`src/rtl/uart2wifi_core_infra.sv`:
```
// UART-to-WiFi shared infrastructure: config register file,
// 16x baud tick generator and FWFT byte FIFO.
module uart2wifi_core_infra #(
  parameter int REG_WIDTH  = 32,
  parameter int NUM_REGS   = 3,
  parameter int BAUD_DIV   = 163,
  parameter int DATA_WIDTH = 8,
  parameter int FIFO_AW    = 4
) (
  input  logic                  clk,
  input  logic                  rst,
  input  logic [1:0]            reg_addr,
  input  logic [REG_WIDTH-1:0]  reg_wdata,
  input  logic                  reg_write,
  input  logic                  reg_read,
  output logic [REG_WIDTH-1:0]  reg_rdata,
  output logic                  baud_tick,
  input  logic                  wr,
  input  logic                  rd,
  input  logic [DATA_WIDTH-1:0] write_data,
  output logic [DATA_WIDTH-1:0] read_data,
  output logic                  empty,
  output logic                  full
);

  localparam int DEPTH = 2 ** FIFO_AW;
  localparam int CW    = $clog2(BAUD_DIV);
  localparam logic [CW-1:0] C_LAST = CW'(BAUD_DIV - 1);
  localparam logic [CW-1:0] C_PRE  = CW'(BAUD_DIV - 2);
  localparam logic [2:0]    C_NR   = 3'(NUM_REGS);

  logic [REG_WIDTH-1:0] r_regs [NUM_REGS];
  logic                 w_addr_ok;

  assign w_addr_ok = ({1'b0, reg_addr} < C_NR);
  assign reg_rdata = (reg_read && w_addr_ok) ?
                     r_regs[reg_addr] : '0;

  always_ff @(posedge clk or posedge rst) begin
    if (rst) begin
      for (int i = 0; i < NUM_REGS; i++)
        r_regs[i] <= '0;
    end else if (reg_write && w_addr_ok) begin
      r_regs[reg_addr] <= reg_wdata;
    end
  end

  logic [CW-1:0] r_cnt;
  logic          r_tick;

  // Tick is registered one count early so it lines up with C_LAST.
  always_ff @(posedge clk or posedge rst) begin
    if (rst) begin
      r_cnt  <= '0;
      r_tick <= 1'b0;
    end else begin
      r_cnt  <= (r_cnt == C_LAST) ? '0 : r_cnt + 1'b1;
      r_tick <= (r_cnt == C_PRE);
    end
  end

  assign baud_tick = r_tick;

  logic [DATA_WIDTH-1:0] r_mem [DEPTH];
  logic [FIFO_AW-1:0]    r_wr_ptr;
  logic [FIFO_AW-1:0]    r_rd_ptr;
  logic                  r_empty;
  logic                  r_full;
  logic                  w_pop;
  logic                  w_push;
  logic [FIFO_AW-1:0]    w_wr_nxt;
  logic [FIFO_AW-1:0]    w_rd_nxt;

  assign w_pop    = rd && !r_empty;
  assign w_push   = wr && (!r_full || w_pop);
  assign w_wr_nxt = r_wr_ptr + 1'b1;
  assign w_rd_nxt = r_rd_ptr + 1'b1;

  always_ff @(posedge clk or posedge rst) begin
    if (rst) begin
      for (int i = 0; i < DEPTH; i++)
        r_mem[i] <= '0;
      r_wr_ptr <= '0;
      r_rd_ptr <= '0;
      r_empty  <= 1'b1;
      r_full   <= 1'b0;
    end else begin
      if (w_push) begin
        r_mem[r_wr_ptr] <= write_data;
        r_wr_ptr        <= w_wr_nxt;
      end
      if (w_pop)
        r_rd_ptr <= w_rd_nxt;
      if (w_push && !w_pop) begin
        r_empty <= 1'b0;
        if (w_wr_nxt == r_rd_ptr)
          r_full <= 1'b1;
      end else if (w_pop && !w_push) begin
        r_full <= 1'b0;
        if (w_rd_nxt == r_wr_ptr)
          r_empty <= 1'b1;
      end
    end
  end

  assign read_data = r_mem[r_rd_ptr];
  assign empty     = r_empty;
  assign full      = r_full;

endmodule

```
`config.mk`:
```
export PLATFORM = sky130hd
export DESIGN_NAME = uart2wifi_core_infra
export DESIGN_NICKNAME = d
export VERILOG_FILES = /design/src/rtl/uart2wifi_core_infra.sv
export SDC_FILE = /design/constraint.sdc
export NUM_CORES = 1
export LEC_CHECK = 0
export ABC_AREA = 1
export CAP_MARGIN = 40
export CORE_MARGIN = 8
export CORE_UTILIZATION = 40
export DETAILED_ROUTE_END_ITERATION = 10
export GPL_TIMING_DRIVEN = 0
export SETUP_SLACK_MARGIN = 0.3
export SKIP_LAST_GASP = 1
export SLEW_MARGIN = 20
export SYNTH_ARGS = -nofsm -noshare
export SYNTH_HDL_FRONTEND = slang
export SYNTH_SLANG_ARGS = --single-unit
```
`constraint.sdc`:
```
create_clock -name clk -period 7.7 [get_ports clk]
set_clock_uncertainty 0.05 [all_clocks]
set_input_delay 1.54 -clock clk [delete_from_list [all_inputs] [get_ports clk]]
set_output_delay 1.54 -clock clk [all_outputs]
set_load 0.005 [all_outputs]
```
==> results of run 1 <==
## cells in the final DEF (no fill, tap or decap), types with 2 or more instances in the layout
master                              n
sky130_fd_sc_hd__xor2_1             6
sky130_fd_sc_hd__clkdlybuf4s50_1   90
sky130_fd_sc_hd__bufinv_16          5
sky130_fd_sc_hd__nand3_1           53
sky130_fd_sc_hd__nand2_4           11
sky130_fd_sc_hd__dfrtp_1          242
sky130_fd_sc_hd__nand2_1          445
sky130_fd_sc_hd__o21ai_0          230
sky130_fd_sc_hd__ha_1              10
sky130_fd_sc_hd__buf_12             6
sky130_fd_sc_hd__buf_1              3
sky130_fd_sc_hd__clkinv_2           7
sky130_fd_sc_hd__o211ai_1          16
sky130_fd_sc_hd__inv_1             97
sky130_fd_sc_hd__o21ai_1           51
sky130_fd_sc_hd__buf_16             4
sky130_fd_sc_hd__nor3b_1            3
sky130_fd_sc_hd__clkbuf_8           8
sky130_fd_sc_hd__clkbuf_1          60
sky130_fd_sc_hd__clkinv_1           3
sky130_fd_sc_hd__nand4_1            2
sky130_fd_sc_hd__buf_2             13
sky130_fd_sc_hd__nor2_1           133
sky130_fd_sc_hd__nor3_1             4
sky130_fd_sc_hd__or2_2              3
sky130_fd_sc_hd__clkbuf_16         28
sky130_fd_sc_hd__o21ai_2           21
sky130_fd_sc_hd__buf_6             10
## final cells by class
class	instances	area (sq um)
repair buffers	99	1110
inverters	102	392
clock inverters	13	201
well taps	384	480
fillers	2787	14400
flip-flops and latches	243	6080
plain buffers	84	423
clock buffers	39	822
multi-input cells	994	4560
## worst paths after layout
| kind | to | cells after the start |
|---|---|---|
| setup / recovery | reg_rdata[12] | 6 |
| hold / removal | r_mem[95] | 2 |
| setup reg to reg | empty | 13 |
| hold reg to reg | r_mem[95] | 2 |
| max in group asynchronous | r_regs[17] | 5 |
| min in group asynchronous | r_mem[64] | 2 |
## stage by stage
| stage | total power (uW) | setup slack (ps) | cells | hold slack, ps | utilization |
|---|---|---|---|---|---|
| floorplan | 2980 | 2920 | 1423 | 398 | - |
| CTS | 5120 | 2370 | 1958 | 428 | 0.494 |
| global placement | 3610 | 961 | 1897 | 408 | 0.451 |
| detailed placement | 3650 | 2380 | 1906 | 413 | 0.458 |
| global route | 5460 | 2290 | 1958 | 440 | 0.494 |
| finish | 5110 | 2360 | 1958 | 425 | 0.494 |
## worst register-to-register path: stages (launching register included)
cell                       delay (ps)
sky130_fd_sc_hd__dfstp_2          540
sky130_fd_sc_hd__or2_1            120
sky130_fd_sc_hd__buf_6            130
sky130_fd_sc_hd__nand2_4           50
sky130_fd_sc_hd__nand2_4          120
sky130_fd_sc_hd__clkinv_4         110
sky130_fd_sc_hd__buf_12           170
sky130_fd_sc_hd__ha_1             290
sky130_fd_sc_hd__nand3b_1         160
sky130_fd_sc_hd__nor2_1            80
sky130_fd_sc_hd__nand2_1           50
sky130_fd_sc_hd__nor2_1            90
sky130_fd_sc_hd__nor2_1            50
sky130_fd_sc_hd__nor2_1            80
## state kept, by name (all words and copies together) (netlist names)
signal     flops
r_wr_ptr       4
r_mem        128
full           1
empty          1
r_cnt          8
baud_tick      1
r_regs        96
r_rd_ptr       4
## per-layer routing
layer / vias to the layer above / share of wire / routed length (um) / GRT usage
met5: - / 0 / 0 / 0
met4: 0 / 0.024 / 799 / 0.0528
met3: 62 / 0.052 / 1750 / 0.0304
met2: 280 / 0.46 / 15500 / 0.326
met1: 4709 / 0.46 / 15600 / 0.279
li1: 4822 / - / - / -
## synth_stat cells
| cell type | instances | area share |
|---|---|---|
| sky130_fd_sc_hd__xnor2_1 | 1 | 0.00076 |
| sky130_fd_sc_hd__nor2_1 | 133 | 0.044 |
| sky130_fd_sc_hd__nand3b_1 | 1 | 0.00066 |
| sky130_fd_sc_hd__buf_6 | 10 | 0.0098 |
| sky130_fd_sc_hd__nor3_1 | 4 | 0.0017 |
| sky130_fd_sc_hd__a21oi_1 | 1 | 0.00044 |
| sky130_fd_sc_hd__inv_1 | 98 | 0.032 |
| sky130_fd_sc_hd__and3_1 | 1 | 0.00055 |
| sky130_fd_sc_hd__nand3_1 | 53 | 0.023 |
| sky130_fd_sc_hd__dfrtp_1 | 242 | 0.53 |
| sky130_fd_sc_hd__o21ai_1 | 51 | 0.022 |
| sky130_fd_sc_hd__buf_2 | 13 | 0.0057 |
| sky130_fd_sc_hd__ha_1 | 10 | 0.011 |
| sky130_fd_sc_hd__dfstp_2 | 1 | 0.0023 |
| sky130_fd_sc_hd__xor2_1 | 6 | 0.0046 |
| sky130_fd_sc_hd__o211ai_1 | 16 | 0.010 |
| sky130_fd_sc_hd__or2_1 | 1 | 0.00055 |
| sky130_fd_sc_hd__a21boi_1 | 1 | 0.00066 |
| sky130_fd_sc_hd__nand2_4 | 11 | 0.011 |
| sky130_fd_sc_hd__o21ai_2 | 21 | 0.016 |
| sky130_fd_sc_hd__buf_12 | 1 | 0.0017 |
| sky130_fd_sc_hd__nand4_1 | 2 | 0.0011 |
| sky130_fd_sc_hd__clkinv_1 | 3 | 0.00098 |
| sky130_fd_sc_hd__o21ai_0 | 230 | 0.10 |
| sky130_fd_sc_hd__nand2_1 | 445 | 0.15 |
| sky130_fd_sc_hd__nor3b_1 | 3 | 0.0020 |
| sky130_fd_sc_hd__buf_1 | 3 | 0.00098 |
| sky130_fd_sc_hd__or2_2 | 3 | 0.0016 |
| sky130_fd_sc_hd__clkbuf_1 | 57 | 0.019 |
| sky130_fd_sc_hd__clkinv_4 | 1 | 0.00076 |
## power groups by stage
stage	Sequential (uW)	Clock, uW	Combinational (uW)
6_report	1900	1460	1750
5_1_grt	1950	1530	1970
4_1_cts	1900	1480	1750
3_5_place_dp	1910	0	1740
3_3_place_gp	1910	0	1700
2_1_floorplan	1860	0	1120
## kinds of logic after synthesis
group	count (synthesis)	synth area share
buffers and inverters	186	0.0708
XOR/XNOR	7	0.00535
AND/OR/NAND/NOR	657	0.232
flip-flops	243	0.531
AO/OA/AOI/OAI	320	0.150
adder cells (fa/ha/maj)	10	0.0109
==> results_tabular.tex, run 1 <==
\begin{tabular}{lr}
\hline
Metric & Value \\
\hline
\multicolumn{2}{l}{\textbf{Routing}} \\
Average wire per cell in the routed design & 17.2 um \\
Initial DRT Pass Iterations & 7 \\
DR iter-0 viols & roughly 760 \\
Remaining DRCs & 0 \\
Via total after detailed routing & $\sim$10000 \\
Count of nets left with antenna violations after detail routing & 0 \\
Via/cell ratio & about 5 \\
Routed wire length & roughly 34 mm \\
\multicolumn{2}{l}{\textbf{Critical path}} \\
Worst Setup SP & reg\_addr[0] \\
Cell repeated most along the worst path & sky130\_fd\_sc\_hd\_\_clkdlybuf4s50\_1 \\
Critical path startpoint category & input pin \\
Cell type of the slowest stage on the worst timing path & sky130\_fd\_sc\_hd\_\_a21boi\_1 \\
Chain of cells forming the critical path & clkdlybuf4s50\_1 > a21boi\_1 > clkbuf\_1 > nand2\_1 > inv\_1 > clkdlybuf4s50\_1 \\
Kind of capture point of the worst setup path & output port \\
Arr. time, crit path & about 3800 ps \\
Maximum fanout along the worst path & 10 \\
R2r startpoint & empty \\
Max incr delay on CP & around 500 ps \\
Data required time at the worst endpoint & around 6000 ps \\
Cell class contributing the biggest share of worst-path delay & buffers and inverters \\
Worst Setup Path Type & in -> out \\
Crit path buffers/inverters & 4 \\
Minimum setup slack among reg-to-reg paths & around 5500 ps \\
\multicolumn{2}{l}{\textbf{Synthesis}} \\
Number of flip-flops and latches in the synthesized netlist & roughly 240 \\
Total standard cell area after synthesis & around 0.011 sq mm \\
Average cell area after synthesis & between 8 and 9 sq um \\
Sequential cell area fraction in the yosys report & 0.531 \\
Post-Syn Nets & around 1500 \\
Yosys warning total & 0 \\
Synthesized netlist cell count & 1423 \\
Distinct cell type count after synthesis & 30 \\
\multicolumn{2}{l}{\textbf{STA}} \\
Max\_slew headroom & 0.466 \\
Slew of the pin with the lowest slew margin & 802 ps \\
Count of endpoints failing hold in the final timing report & 0 \\
Pins Over Slew Limit & 0 \\
Final Cycle Share & 0.693 \\
Highest achievable clock rate & 0.187 GHz \\
Final Setup Violations & 0 \\
Min Clock Period, post-route & 5340 ps \\
Setup TNS & 0 ps \\
Setup repair after global routing missed its margin & false \\
\multicolumn{2}{l}{\textbf{Placed design}} \\
Port Buffers & 90 \\
Placer Congestion & around 0.90 \\
Placed wire-length estimate & about 24 mm \\
Total placed instance area & 0.0131 sq mm \\
\multicolumn{2}{l}{\textbf{Floorplan}} \\
Standard-cell row count & 62 \\
Die width & 185 um \\
IO Count & just over 90 \\
Core Area & around 0.028 sq mm \\
Die Area & $\sim$0.034 sq mm \\
Initial Utilization & 0.402 \\
Chip height & between 150 and 200 um \\
\multicolumn{2}{l}{\textbf{Final layout}} \\
Layout Area Growth over Synthesis & 22.9\% \\
Fraction of layout instances using a drive strength above 1 & 0.0762 \\
Final design area excluding fillers & approximately 0.014 sq mm \\
Final net count & between 1500 and 2000 \\
Number of diodes added for antenna fixing & 0 \\
\multicolumn{2}{l}{\textbf{CTS}} \\
Cts bufs inserted & 28 \\
Buffer levels on the longest clock path & 3 \\
Total of cells resized after clock tree synthesis & 0 \\
Num Clock Sinks & $\sim$240 \\
CTS tree & built \\
Buffer cell driving the clock tree root & sky130\_fd\_sc\_hd\_\_clkbuf\_16 \\
Cts hold-fix bufs & 0 \\
Clock latency at the later pin of the worst-skew pair & between 500 and 600 ps \\
Clock slew seen by the registers of the worst setup and hold paths & approximately 60 ps \\
Postcts setup bufs & 0 \\
H-tree depth & 1 \\
\multicolumn{2}{l}{\textbf{Power and ir drop}} \\
Internal power contribution & between 3000 and 4000 uW \\
Share of total power consumed by net switching & 0.367 \\
Proportion of power drawn by combinational gates & 0.343 \\
Seq pwr share & 0.372 \\
Worst vdd rail ir drop & approximately 180 uV \\
Relative contribution of the clock network to total power & 0.285 \\
Reported leakage power & between 0.006 and 0.007 uW \\
Net switching power of the design & approximately 1900 uW \\
Pwr Density & roughly 360 mW/mm\^{}2 \\
\multicolumn{2}{l}{\textbf{Global routing}} \\
Total congestion overflow & 0 \\
Global-route wire length before repair & between 50 and 60 mm \\
Via count of the first global-routing pass & approximately 9900 \\
Initial antenna violation count & 0 \\
Total GRT Usage & 0.201 \\
Maximum number of pins on one net before global-route repair & 34 \\
\multicolumn{2}{l}{\textbf{Job}} \\
\# Max-Cap Violations & 0 \\
\multicolumn{2}{l}{\textbf{Min path}} \\
Hold\_sp & r\_mem[95] \\
Kind of path behind the tightest hold check & reg -> reg \\
\multicolumn{2}{l}{\textbf{Outcome}} \\
Result of the run & completed \\
\hline
\end{tabular}
Power figures use the tool's default switching activity.
==> run 2, diff against run 1 <==
Clock period 7.7 ns to 4.55 ns, I/O delays scaled along.
==> run 2 against run 1 <==
Non-clock buffer count did not move. Wire length increased by 0.18%. Cell count stayed put. Die area unchanged. Critical path depth unchanged. Largest cell class unchanged.
==> results_tabular.tex, run 2 (synthesis results as in run 1) <==
\begin{tabular}{lr}
\hline
Metric & Value \\
\hline
\multicolumn{2}{l}{\textbf{Outcome}} \\
Result of the run & completed \\
\multicolumn{2}{l}{\textbf{Global routing}} \\
Initial antenna violation count & 0 (unchanged) \\
Global-route wire length before repair & 54.9 mm (unchanged) \\
Total GRT Usage & 0.201 (unchanged) \\
Total congestion overflow & 0 (unchanged) \\
Maximum number of pins on one net before global-route repair & 34 (unchanged) \\
Via count of the first global-routing pass & 9918 (unchanged) \\
\multicolumn{2}{l}{\textbf{Routing}} \\
Count of nets left with antenna violations after detail routing & 0 (unchanged) \\
DR iter-0 viols & 737 (-3.3\%) \\
Average wire per cell in the routed design & 17.2 um (+0.18\%) \\
Routed wire length & 33.7 mm (+0.18\%) \\
Remaining DRCs & 0 (unchanged) \\
Via/cell ratio & 5.09 (+0.91\%) \\
Initial DRT Pass Iterations & 5 (-2) \\
Via total after detailed routing & 9963 (+0.91\%) \\
\multicolumn{2}{l}{\textbf{Critical path}} \\
Cell type of the slowest stage on the worst timing path & sky130\_fd\_sc\_hd\_\_a21boi\_1 \\
Cell repeated most along the worst path & sky130\_fd\_sc\_hd\_\_clkdlybuf4s50\_1 \\
Crit path buffers/inverters & 4 (unchanged) \\
Minimum setup slack among reg-to-reg paths & 2390 ps (-3150 ps) \\
Chain of cells forming the critical path & clkdlybuf4s50\_1 > a21boi\_1 > clkbuf\_1 > nand2\_1 > inv\_1 > clkdlybuf4s50\_1 \\
Kind of capture point of the worst setup path & output port \\
Arr. time, crit path & 3120 ps (-630 ps) \\
Cell class contributing the biggest share of worst-path delay & buffers and inverters \\
Max incr delay on CP & 500 ps (about the same) \\
Data required time at the worst endpoint & 3590 ps (-2520 ps) \\
Worst Setup Path Type & in -> out \\
Critical path startpoint category & input pin \\
Maximum fanout along the worst path & 10 (unchanged) \\
\multicolumn{2}{l}{\textbf{STA}} \\
Min Clock Period, post-route & $\sim$4100 ps \\
Final Cycle Share & 0.896 \\
Worst hold slack & 425 ps (+0.115 ps) \\
Highest achievable clock rate & between 0.2 and 0.25 GHz \\
Final worst setup slack & 471 ps (-1890 ps) \\
Slew of the pin with the lowest slew margin & 810 ps (+8.69 ps) \\
Setup TNS & 0 ps (unchanged) \\
Setup repair after global routing missed its margin & false \\
Count of endpoints failing hold in the final timing report & 0 (unchanged) \\
Pins Over Slew Limit & 0 (unchanged) \\
Max\_slew headroom & 0.460 (-0.00579) \\
Final Setup Violations & 0 (unchanged) \\
\multicolumn{2}{l}{\textbf{Placed design}} \\
Post-place setup slack & 486 ps (-1890 ps) \\
Port Buffers & 90 (unchanged) \\
Total placed instance area & 0.0131 sq mm (unchanged) \\
Placed wire-length estimate & 23.5 mm (unchanged) \\
Placer Congestion & 0.899 (unchanged) \\
\multicolumn{2}{l}{\textbf{CTS}} \\
Buffer cell driving the clock tree root & sky130\_fd\_sc\_hd\_\_clkbuf\_16 \\
H-tree depth & 1 (unchanged) \\
Buffer levels on the longest clock path & 3 (unchanged) \\
Clock latency at the later pin of the worst-skew pair & 540 ps (about the same) \\
CTS tree & built \\
Num Clock Sinks & 243 (unchanged) \\
Clock slew seen by the registers of the worst setup and hold paths & 60 ps (about the same) \\
Cts bufs inserted & 28 (unchanged) \\
\multicolumn{2}{l}{\textbf{Job}} \\
\# Max-Cap Violations & 0 (unchanged) \\
\multicolumn{2}{l}{\textbf{Power and ir drop}} \\
Pwr Total & 8660 uW (+69\%) \\
Reported leakage power & 0.00688 uW (+0.21\%) \\
Pwr Density & 615 mW/mm\^{}2 (+69\%) \\
Worst vdd rail ir drop & 310 uV (+71\%) \\
\multicolumn{2}{l}{\textbf{Floorplan}} \\
Die width & 185 um (unchanged) \\
Chip height & 185 um (unchanged) \\
IO Count & 91 (unchanged) \\
Die Area & 0.0343 sq mm (unchanged) \\
Standard-cell row count & 62 (unchanged) \\
Core Area & 0.0285 sq mm (unchanged) \\
Initial Utilization & 0.402 (unchanged) \\
\multicolumn{2}{l}{\textbf{Final layout}} \\
Most frequent standard cell in the layout excluding fill and tap cells & sky130\_fd\_sc\_hd\_\_nand2\_1 \\
Layout Area Growth over Synthesis & 22.9\% (about the same) \\
Top flop regs & r\_mem x128, r\_regs x96, r\_cnt x8 \\
Number of diodes added for antenna fixing & 0 (unchanged) \\
Flip-flop count of the largest register after layout & 128 (unchanged) \\
Commonest cells after routing, fill and taps aside & sky130\_fd\_sc\_hd\_\_nand2\_1 (445), sky130\_fd\_sc\_hd\_\_dfrtp\_1 (242), sky130\_fd\_sc\_hd\_\_o21ai\_0 (230) \\
Final design area excluding fillers & 0.0141 sq mm (about the same) \\
Final net count & 1610 (unchanged) \\
Fraction of layout instances using a drive strength above 1 & 0.0794 (+0.00318) \\
Fillers & 2784 (-0.11\%) \\
Largest reg by FF count & r\_mem \\
\multicolumn{2}{l}{\textbf{Min path}} \\
Kind of path behind the tightest hold check & reg -> reg \\
\hline
\end{tabular}
[run 2: changes by cell type in the layout (fill, tap and decap cells not counted)]
cell	change
sky130_fd_sc_hd__clkbuf_1	-3
sky130_fd_sc_hd__clkbuf_2	+3
sky130_fd_sc_hd__buf_1	-2
sky130_fd_sc_hd__buf_2	+2
[run 2: metal layers]
metal  global-route usage  share of wire
met2                0.326           0.46
met1                0.279           0.46
met5                    0              0
met3               0.0304          0.060
met4               0.0528          0.027
[run 2: area by class of cell]
cell class | count | area (sq um) | share of cell area
sequential | 243 | 6080 | 0.432
multi-input combinational | 994 | 4560 | 0.324
timing repair buffer | 99 | 1110 | 0.0789
clock buffer | 39 | 822 | 0.0584
tap | 384 | 480 | 0.0341
buffer | 84 | 429 | 0.0305
inverter | 102 | 392 | 0.0278
clock inverter | 13 | 201 | 0.0143
[run 2: worst paths after layout]
kind / from / end / cells past startpoint
max: reg_addr[0] / reg_rdata[12] / 6
min: r_mem[95] / r_mem[95] / 2
max reg2reg: empty / empty / 13
min reg2reg: r_mem[95] / r_mem[95] / 2
max in group asynchronous: rst / r_regs[17] / 5
min in group asynchronous: rst / r_mem[64] / 2
[run 2: worst min-delay path: stages (launching register included)]
cell and delay (ps):
sky130_fd_sc_hd__dfrtp_1 330, sky130_fd_sc_hd__nand2_1 60, sky130_fd_sc_hd__o21ai_2 50
[run 2: report_power, final]
part | leakage (uW) | switching (uW) | internal, uW
Combinational | 0.00330 | 1860 | 1100
Clock | 0.000511 | 936 | 1540
Sequential | 0.00307 | 386 | 2830
Total | 0.00688 | 3180 | 5480
[run 2: timing repair]
| item | 4_1_cts | 5_1_grt |
|---|---|---|
| resized for setup | 2 | 6 |
| setup buffers | 0 | 0 |
| setup endpoints to repair | 2 | 6 |
| hold buffers | 0 | 0 |
[run 2: metrics by stage]
stage          instances   util
2_1_floorplan       1423      -
3_3_place_gp        1897  0.451
3_5_place_dp        1906  0.458
4_1_cts             1958  0.494
5_1_grt             1958  0.495
6_report            1958  0.495
